<file path="src/rtl/shift_sequencer.sv">
// shift_sequencer
// Multi-step 1-bit shifter. An accepted start captures an operand, an opcode
// and a step count, then applies one shift step per clock while in RUN. A
// single-cycle done pulse marks the result, which is held on dout until the
// next accepted start.
//
// Ports:
//   clk    - single clock, all state changes on its rising edge
//   rst    - asynchronous active-high reset
//   start  - begin an operation (only looked at in IDLE)
//   din    - operand loaded into dout on an accepted start
//   op     - shift opcode captured on an accepted start
//   count  - number of 1-bit steps (0..WIDTH-1) captured on an accepted start
//   busy   - high in RUN and DONE
//   done   - one-cycle pulse, high only in DONE
//   dout   - working / result register
//   err    - captured opcode unsupported; held until the next accepted start
module shift_sequencer #(
    parameter  int WIDTH = 8,
    localparam int CW    = $clog2(WIDTH)
) (
    input  logic             clk,
    input  logic             rst,
    input  logic             start,
    input  logic [WIDTH-1:0] din,
    input  logic [2:0]       op,
    input  logic [CW-1:0]    count,
    output logic             busy,
    output logic             done,
    output logic [WIDTH-1:0] dout,
    output logic             err
);

    typedef enum logic [1:0] {
        IDLE = 2'd0,
        RUN  = 2'd1,
        DONE = 2'd2
    } state_t;

    state_t          state;
    state_t          next_state;
    logic [2:0]      op_q;
    logic [CW-1:0]   remaining;

    function automatic logic op_supported(input logic [2:0] o);
        case (o)
            3'b001, 3'b100, 3'b101, 3'b110: op_supported = 1'b1;
            default:                        op_supported = 1'b0;
        endcase
    endfunction

    // One shift step; unsupported opcodes leave the value untouched.
    function automatic logic [WIDTH-1:0] shift_step(input logic [2:0] o,
                                                    input logic [WIDTH-1:0] v);
        case (o)
            3'b001:  shift_step = {v[WIDTH-2:0], 1'b0};
            3'b100:  shift_step = {1'b0, v[WIDTH-1:1]};
            3'b101:  shift_step = {v[WIDTH-2:0], 1'b1};
            3'b110:  shift_step = {1'b1, v[WIDTH-1:1]};
            default: shift_step = v;
        endcase
    endfunction

    // A zero count skips RUN; the last RUN step is the one that sees remaining==1.
    always_comb begin
        next_state = state;
        case (state)
            IDLE: begin
                if (start) begin
                    next_state = (count != '0) ? RUN : DONE;
                end
            end
            RUN: begin
                if (remaining == CW'(1)) begin
                    next_state = DONE;
                end
            end
            DONE:    next_state = IDLE;
            default: next_state = IDLE;
        endcase
    end

    always_ff @(posedge clk or posedge rst) begin
        if (rst) begin
            state <= IDLE;
        end else begin
            state <= next_state;
        end
    end

    // Datapath: capture on accept, step in RUN, hold everywhere else.
    always_ff @(posedge clk or posedge rst) begin
        if (rst) begin
            dout      <= '0;
            op_q      <= 3'b000;
            remaining <= '0;
            err       <= 1'b0;
        end else begin
            case (state)
                IDLE: begin
                    if (start) begin
                        dout      <= din;
                        op_q      <= op;
                        remaining <= count;
                        err       <= ~op_supported(op);
                    end
                end
                RUN: begin
                    dout <= shift_step(op_q, dout);
                    // Guarded so the counter can never wrap below zero.
                    if (remaining != '0) begin
                        remaining <= remaining - CW'(1);
                    end
                end
                default: begin
                end
            endcase
        end
    end

    assign busy = (state != IDLE);
    assign done = (state == DONE);

endmodule
</file>
<file path="config.mk">
export PLATFORM = sky130hd
export DESIGN_NAME = shift_sequencer
export DESIGN_NICKNAME = d
export VERILOG_FILES = /design/src/rtl/shift_sequencer.sv
export SDC_FILE = /design/constraint.sdc
export NUM_CORES = 1
export LEC_CHECK = 0
export ABC_AREA = 1
export BUFFER_PORTS_ARGS = -buffer_cell sky130_fd_sc_hd__buf_2
export CAP_MARGIN = 20
export CORE_MARGIN = 4
export CORE_UTILIZATION = 40
export DETAILED_ROUTE_END_ITERATION = 8
export SYNTH_ARGS = -nofsm -noshare
export SYNTH_HDL_FRONTEND = slang
export SYNTH_SLANG_ARGS = --single-unit
</file>
<file path="constraint.sdc">
create_clock -name clk -period 2.6 [get_ports clk]
set_input_delay 0.13 -clock clk [delete_from_list [all_inputs] [get_ports clk]]
set_output_delay 0.13 -clock clk [all_outputs]
set_load 0.01 [all_outputs]
</file>
==> metrics.txt, run 1 <==
Top Ports=28; DR iter-0 viols=17; gp weighted congestion=approximately 0.82; max-slew violations=0; Final nets=between 200 and 250; share of layout cells above drive strength 1=23.76%; first-pass GRT wire length=approximately 4100 um; final instance area=~1300 um^2; Worst Setup Path Type=reg2reg; pin count of the biggest net entering global routing=18; initial antenna violation count=0; Crit Path Max Fanout=16; final clock skew=0.0007930 ns; Gate Count Post-Synth=approximately 150; gr usage total=between 10 and 15%; TritonCTS Buffers=3; placed cell area=1225 um^2; gr busiest metal=met2; worst path arrival time=1.53 ns; Mapped Nets=approximately 170; RSZ-0062 raised after global routing=false; Vias=just under 1000; clock buffer depth=2; synthesized area=roughly 1100 um^2; clk root buf=clkbuf_4; Max VDD drop=roughly 0.00064 V; Fin. Hold Viols=0; fin crit share=about half; minimum clock period after layout=around 1.3 ns; met1 track demand over resource=around a fifth; Netlist cell types=18; pre-CTS WS=roughly 1.3 ns; Slowest-stage cell, CP=dfrtp_1; register area share after synthesis=around 40%; # setup viols final=0; Synth Area per Inst=around 7.1 um^2; ant diodes=0; Detailed Route WL=2327 um; Die Ht=59.87 um; Clock Sinks=17; overall power=about 1.6 mW; met3 usage=about 5.4%; CTS clock-pin slew for the worst setup and hold paths=around 0.1 ns; Pre-antenna DRT Iters=4; vias in the first global route=around 960; worst stage delay on the critical path=about 0.38 ns; outcome=complete, no violations; PortBufs=27; Seq cells post-synth=17; worst skew pair latency=slightly below 0.3 ns; Wirelength per Cell=between 10 and 15 um; yosys warns=0; total die area=between 3000 and 4000 um^2; Slew @ Worst Pin=just under 0.7 ns; Final Hold Slack=between 0.06 and 0.07 ns; Hold Path Class=in2reg; fin worst setup slack=1.264 ns; row count=18; cells along the critical path=inv_2, nand2_4, inv_2, nand2_2, nand2_4, inv_6, nand2_1, nand2_1; initial core utilization=42.66%; FMAX=0.7483 GHz; endpoint type of the worst setup path=register; CTS tree=done; critical path data required time=2.79 ns; pwr/cell area=~1300 nW/um^2; DRC Markers=0; H-Tree Depth=1; relative slew slack=about 55%; WP buf/inv=3; gr ovfl total=0; setup TNS=0 ns; Lkg Pwr=~0.75 nW; # Max-Cap Violations=0; core box area=2522 um^2; Final ANT Viol Nets=0; met2 Resource Use GR=between 20 and 25%; Crit path max-delay family=simple AND/OR/NAND/NOR gates; crit start category=register; placed wire-length estimate=roughly 1800 um; die width=59.87 um; vias per cell=approximately 4.6; Area Overhead vs Synth=17.21%
[worst paths after layout]
path / from / endpoint / slack, ns / depth (start not counted)
min reg2reg: err$_DFFE_PP0P_ / err$_DFFE_PP0P_ / 0.50 / 2
max: state[1]$_DFFE_PP0P_ / dout[7]$_DFFE_PP0P_ / 1.26 / 8
min: op[1] / op_q[1]$_DFFE_PP0P_ / 0.06 / 3
min in group asynchronous: rst / err$_DFFE_PP0P_ / 0.48 / 3
max reg2reg: state[1]$_DFFE_PP0P_ / dout[7]$_DFFE_PP0P_ / 1.26 / 8
max in group asynchronous: rst / dout[3]$_DFFE_PP0P_ / 1.69 / 3
[repair_timing]
item / in CTS / in global routing
setup buffers: 0 / 0
endpoints found under the hold margin: 17 / 0
hold buffers: 1 / 0
resized for setup: 0 / 0
[cells by family (layout without fill, tap and decap cells)]
group           count (synthesis)  after routing  synth area share, %
flops                          17             17                39.54
buf+inv                        25             54                10.35
simple gates                   94             94                39.88
fa+ha+maj                       3              3                3.489
compound gates                 12             12                5.930
xor+xnor                        1              1               0.8141
[where the power goes]
part	switching (mW)	leakage [nW]	internal (mW)
Clock	0.0840	0.0150	0.0596
Sequential	0.106	0.211	0.397
Combinational	0.615	0.521	0.345
[worst reg2reg max path, stage by stage (launching register included)]
cell,delay (ns)
dfrtp_1,0.38
inv_2,0.11
nand2_4,0.13
inv_2,0.21
nand2_2,0.10
nand2_4,0.13
inv_6,0.06
nand2_1,0.05
nand2_1,0.05
[Yosys cell counts]
master   instances  share of area [%]
ha_1             3                3.5
nor2_1           4                1.4
buf_6            1                1.0
a22o_1           1               0.81
buf_4            1               0.70
inv_2            4                1.4
o21ai_0         10                4.7
xnor2_1          1               0.81
nand2_1         66                 23
nand3_1         16                7.4
dfrtp_1         17                 40
buf_2            1               0.46
inv_6            1               0.81
nand2_2          2                1.2
nand2_4          5                5.2
inv_1           17                5.9
nand3_4          1                1.6
a21oi_1          1               0.46
[cells in the final DEF, fill, tap and decap left out, drive strengths merged]
| cell type | synthesis | layout |
|---|---|---|
| buf | 3 | 27 |
| a21oi | 1 | 1 |
| inv | 22 | 22 |
| clkbuf | 0 | 4 |
| a22o | 1 | 1 |
| nor2 | 4 | 4 |
| o21ai | 10 | 10 |
| dfrtp | 17 | 17 |
| dlygate4sd3 | 0 | 1 |
| nand3 | 17 | 17 |
| xnor2 | 1 | 1 |
| ha | 3 | 3 |
| nand2 | 73 | 73 |
[routing by layer]
layer / part of all wire (%) / vias up
met1: 47 / 423
met2: 45 / 24
met4: 0.82 / 0
met5: 0 / -
li1: - / 522
met3: 6.7 / 2
[cell type report]
type                            count  area (um^2)
Multi-Input combinational cell    110        539.3
Sequential cell                    17        425.4
Fill cell                         259         1261
Timing Repair Buffer               28        145.1
Inverter                           22        87.58
Tap cell                           30        37.54
Clock buffer                        4        26.28
[per-stage QoR]
stage,utilization (%),std cells
6_report,50.00,211
5_1_grt,50.00,211
4_1_cts,50.00,211
3_5_place_dp,48.56,206
3_3_place_gp,48.56,206
2_1_floorplan,-,152
[sequential cells by signal, indices dropped and copies added (netlist names)]
register,count
dout,8
state,2
remaining,3
err,1
op_q,3
No activity file was read; power rests on OpenSTA's default activity.
==> run 2, diff against run 1 <==
Settings changed: PLACE_DENSITY from default to 0.66.
Clock period 2.6 ns to 1.08 ns, I/O delays scaled along.
==> run 2 against run 1 <==
  * The flow now finishes with violations (negative setup slack)
  * Count of clock-buffer cells in the layout shrank 1
  * Sequential power grew 140%
  * Worst hold slack lost 0.028 ns
  * Via count grew 12%
  * Critical path type is now reg2out
  * Critical endpoint is now busy
  * Largest power group unchanged
==> metrics.txt, run 2 (same netlist as run 1, synthesis figures left out) <==
outcome=finished with violations (was complete, no violations); failing checks=negative setup slack; worst reg2reg path depth=6 (was 8); worst skew pair latency=0.30 ns (was 0.29 ns); critical path data required time=1.03 ns (was 2.79 ns); Seq pwr share=23.9% (was 31.3%); CTS clock-pin slew for the worst setup and hold paths=0.11 ns (was 0.10 ns); Inst Count DP=219 (was 206); most common cell after layout, fill and taps aside=nand2_1 (unchanged); crit start category=register (unchanged); Die Ht=59.87 um (unchanged); fin crit share=106.4%; PortBufs=27 (unchanged); endpoint type of the worst setup path=output port (was register); ant diodes=0 (unchanged); FMAX=a little under 0.9 GHz; pin count of the biggest net entering global routing=18 (unchanged); Cell Int Power=2.664 mW (was 0.8012 mW); DR iter-0 viols=56 (was 17); vias in the first global route=1118 (was 962); Hold Path Stages=5 (was 3); initial core utilization=42.66% (unchanged); Worst Setup Path Type=reg2out (was reg2reg); H-Tree Depth=1 (unchanged); number of flip-flops in the largest register=8 (unchanged); Net Sw Frac=48.09% (was 50.13%); vias per cell=4.693 (was 4.602); final clock skew=0.01302 ns (was 0.0007930 ns); first-pass GRT wire length=4664 um (was 4098 um); Hold Path Class=in2reg (unchanged); TritonCTS Buffers=3 (unchanged); clock buffer depth=2 (unchanged); total die area=3584 um^2 (unchanged); RSZ-0062 raised after global routing=true (was false); worst path arrival time=1.09 ns (was 1.53 ns); row count=18 (unchanged); minimum clock period after layout=between 1 and 1.5 ns; switching power=2.468 mW (was 0.8053 mW); max-slew violations=0 (unchanged); clk root buf=clkbuf_4 (unchanged); Layout Cells excl Fill=231 (was 211); die width=59.87 um (unchanged); Pre-antenna DRT Iters=4 (unchanged); Fin. Hold Viols=0 (unchanged); Max VDD drop=0.001755 V (was 0.0006355 V); Detailed Route WL=2765 um (was 2327 um); most frequent cells in the layout=51 x nand2_1, 26 x buf_2, 16 x dfrtp_1, 15 x nand2_2, 15 x nand3_1 (was 66 x nand2_1, 27 x buf_2, 17 x inv_1, 17 x dfrtp_1, 16 x nand3_1); # Max-Cap Violations=0 (unchanged); Logic pwr share=69.1% (was 59.8%); gr usage total=17.55% (was 15.00%); Slew @ Worst Pin=0.2295 ns (was 0.6760 ns); pwr/cell area=3250 nW/um^2 (was 1274 nW/um^2); Final nets=222 (was 202); Wirelength per Cell=11.97 um (was 11.03 um); relative slew slack=84.70% (was 54.88%); gr ovfl total=0 (unchanged); top flop regs=dout x8, op_q x3, remaining x3 (unchanged); fin worst setup slack=-0.06895 ns (was 1.264 ns); setup TNS=-0.7361 ns (was 0 ns); gp weighted congestion=0.7864 (was 0.8164); # setup viols final=17 (was 0); Clock power frac=7.0% (was 8.9%); Lkg Pwr=0.8765 nW (was 0.7472 nW); Top Ports=28 (unchanged); core box area=2522 um^2 (unchanged); most flop-heavy register=dout (unchanged); initial antenna violation count=0 (unchanged); Clock Sinks=17 (unchanged); Vias=1084 (was 971); Crit Path Max Fanout=3 (was 16); CTS tree=done (unchanged); Final ANT Viol Nets=0 (unchanged); DRC Markers=0 (unchanged); Area Overhead vs Synth=46.74% (was 17.21%); placed wire-length estimate=1859 um (was 1781 um); share of layout cells above drive strength 1=42.29% (was 23.76%)
[run 2: routing by layer]
layer	part of all wire [%]	GRT usage, %
met5	0	0
met1	39	19.21
met4	1.6	8.544
met2	55	32.41
met3	3.8	2.592
[run 2: layout make-up]
class                      count  area, um^2
tap                           30       37.54
timing repair buffer          47       336.6
clock buffer                   3       22.52
fill                         238       943.4
inverter                      22       97.59
sequential                    17       426.7
multi-input combinational    111       653.1
clock inverter                 1       5.005
[run 2: timing repair]
action | in CTS | in global routing
hold buffers | 4 | 0
setup buffers | 2 | 1
endpoints found under the hold margin | 20 | 0
setup endpoints to repair | 14 | 19
cloned | 1 | 0
pin swaps | 9 | 7
resized for setup | 27 | 21
[run 2: path summary, 6_finish.rpt]
kind	end	slack [ns]	from
max	busy	-0.07	state[0]$_DFFE_PP0P_
min	dout[3]$_DFFE_PP0P_	0.03	din[3]
max reg2reg	dout[7]$_DFFE_PP0P_	-0.06	state[0]$_DFFE_PP0P_
min reg2reg	err$_DFFE_PP0P_	0.51	err$_DFFE_PP0P_
max in group asynchronous	state[0]$_DFFE_PP0P_	0.57	rst
min in group asynchronous	dout[6]$_DFFE_PP0P_	0.28	rst
[run 2: power by group through the flow]
| stage | registers [mW] | clock network (mW) | logic, mW |
|---|---|---|---|
| after floorplan | 1.22 | 0 | 1.83 |
| after global placement | 1.18 | 0 | 2.73 |
| after detailed placement | 1.19 | 0 | 2.80 |
| after CTS | 1.20 | 0.374 | 3.27 |
| after global routing | 1.27 | 0.408 | 3.97 |
| final | 1.23 | 0.359 | 3.55 |
[run 2: worst max-delay path, stage by stage (launching register included)]
cell and delay, ns:
dfrtp_2 0.45, inv_2 0.10, buf_6 0.11, nand2_4 0.04
buf_6 0.11
[run 2: through the flow]
step	utilization [%]	setup slack [ns]	hold slack [ns]	power [mW]	instance area [um^2]
2_1_floorplan	-	0.01115	-0.01993	3.049	1076
3_3_place_gp	52.93	-0.03325	0.08062	3.911	1335
3_5_place_dp	52.93	-0.06663	0.08214	3.988	1335
4_1_cts	59.52	-0.08040	0.03034	4.851	1501
5_1_grt	62.60	-0.1280	0.03743	5.648	1579
6_report	62.60	-0.06895	0.03471	5.132	1579
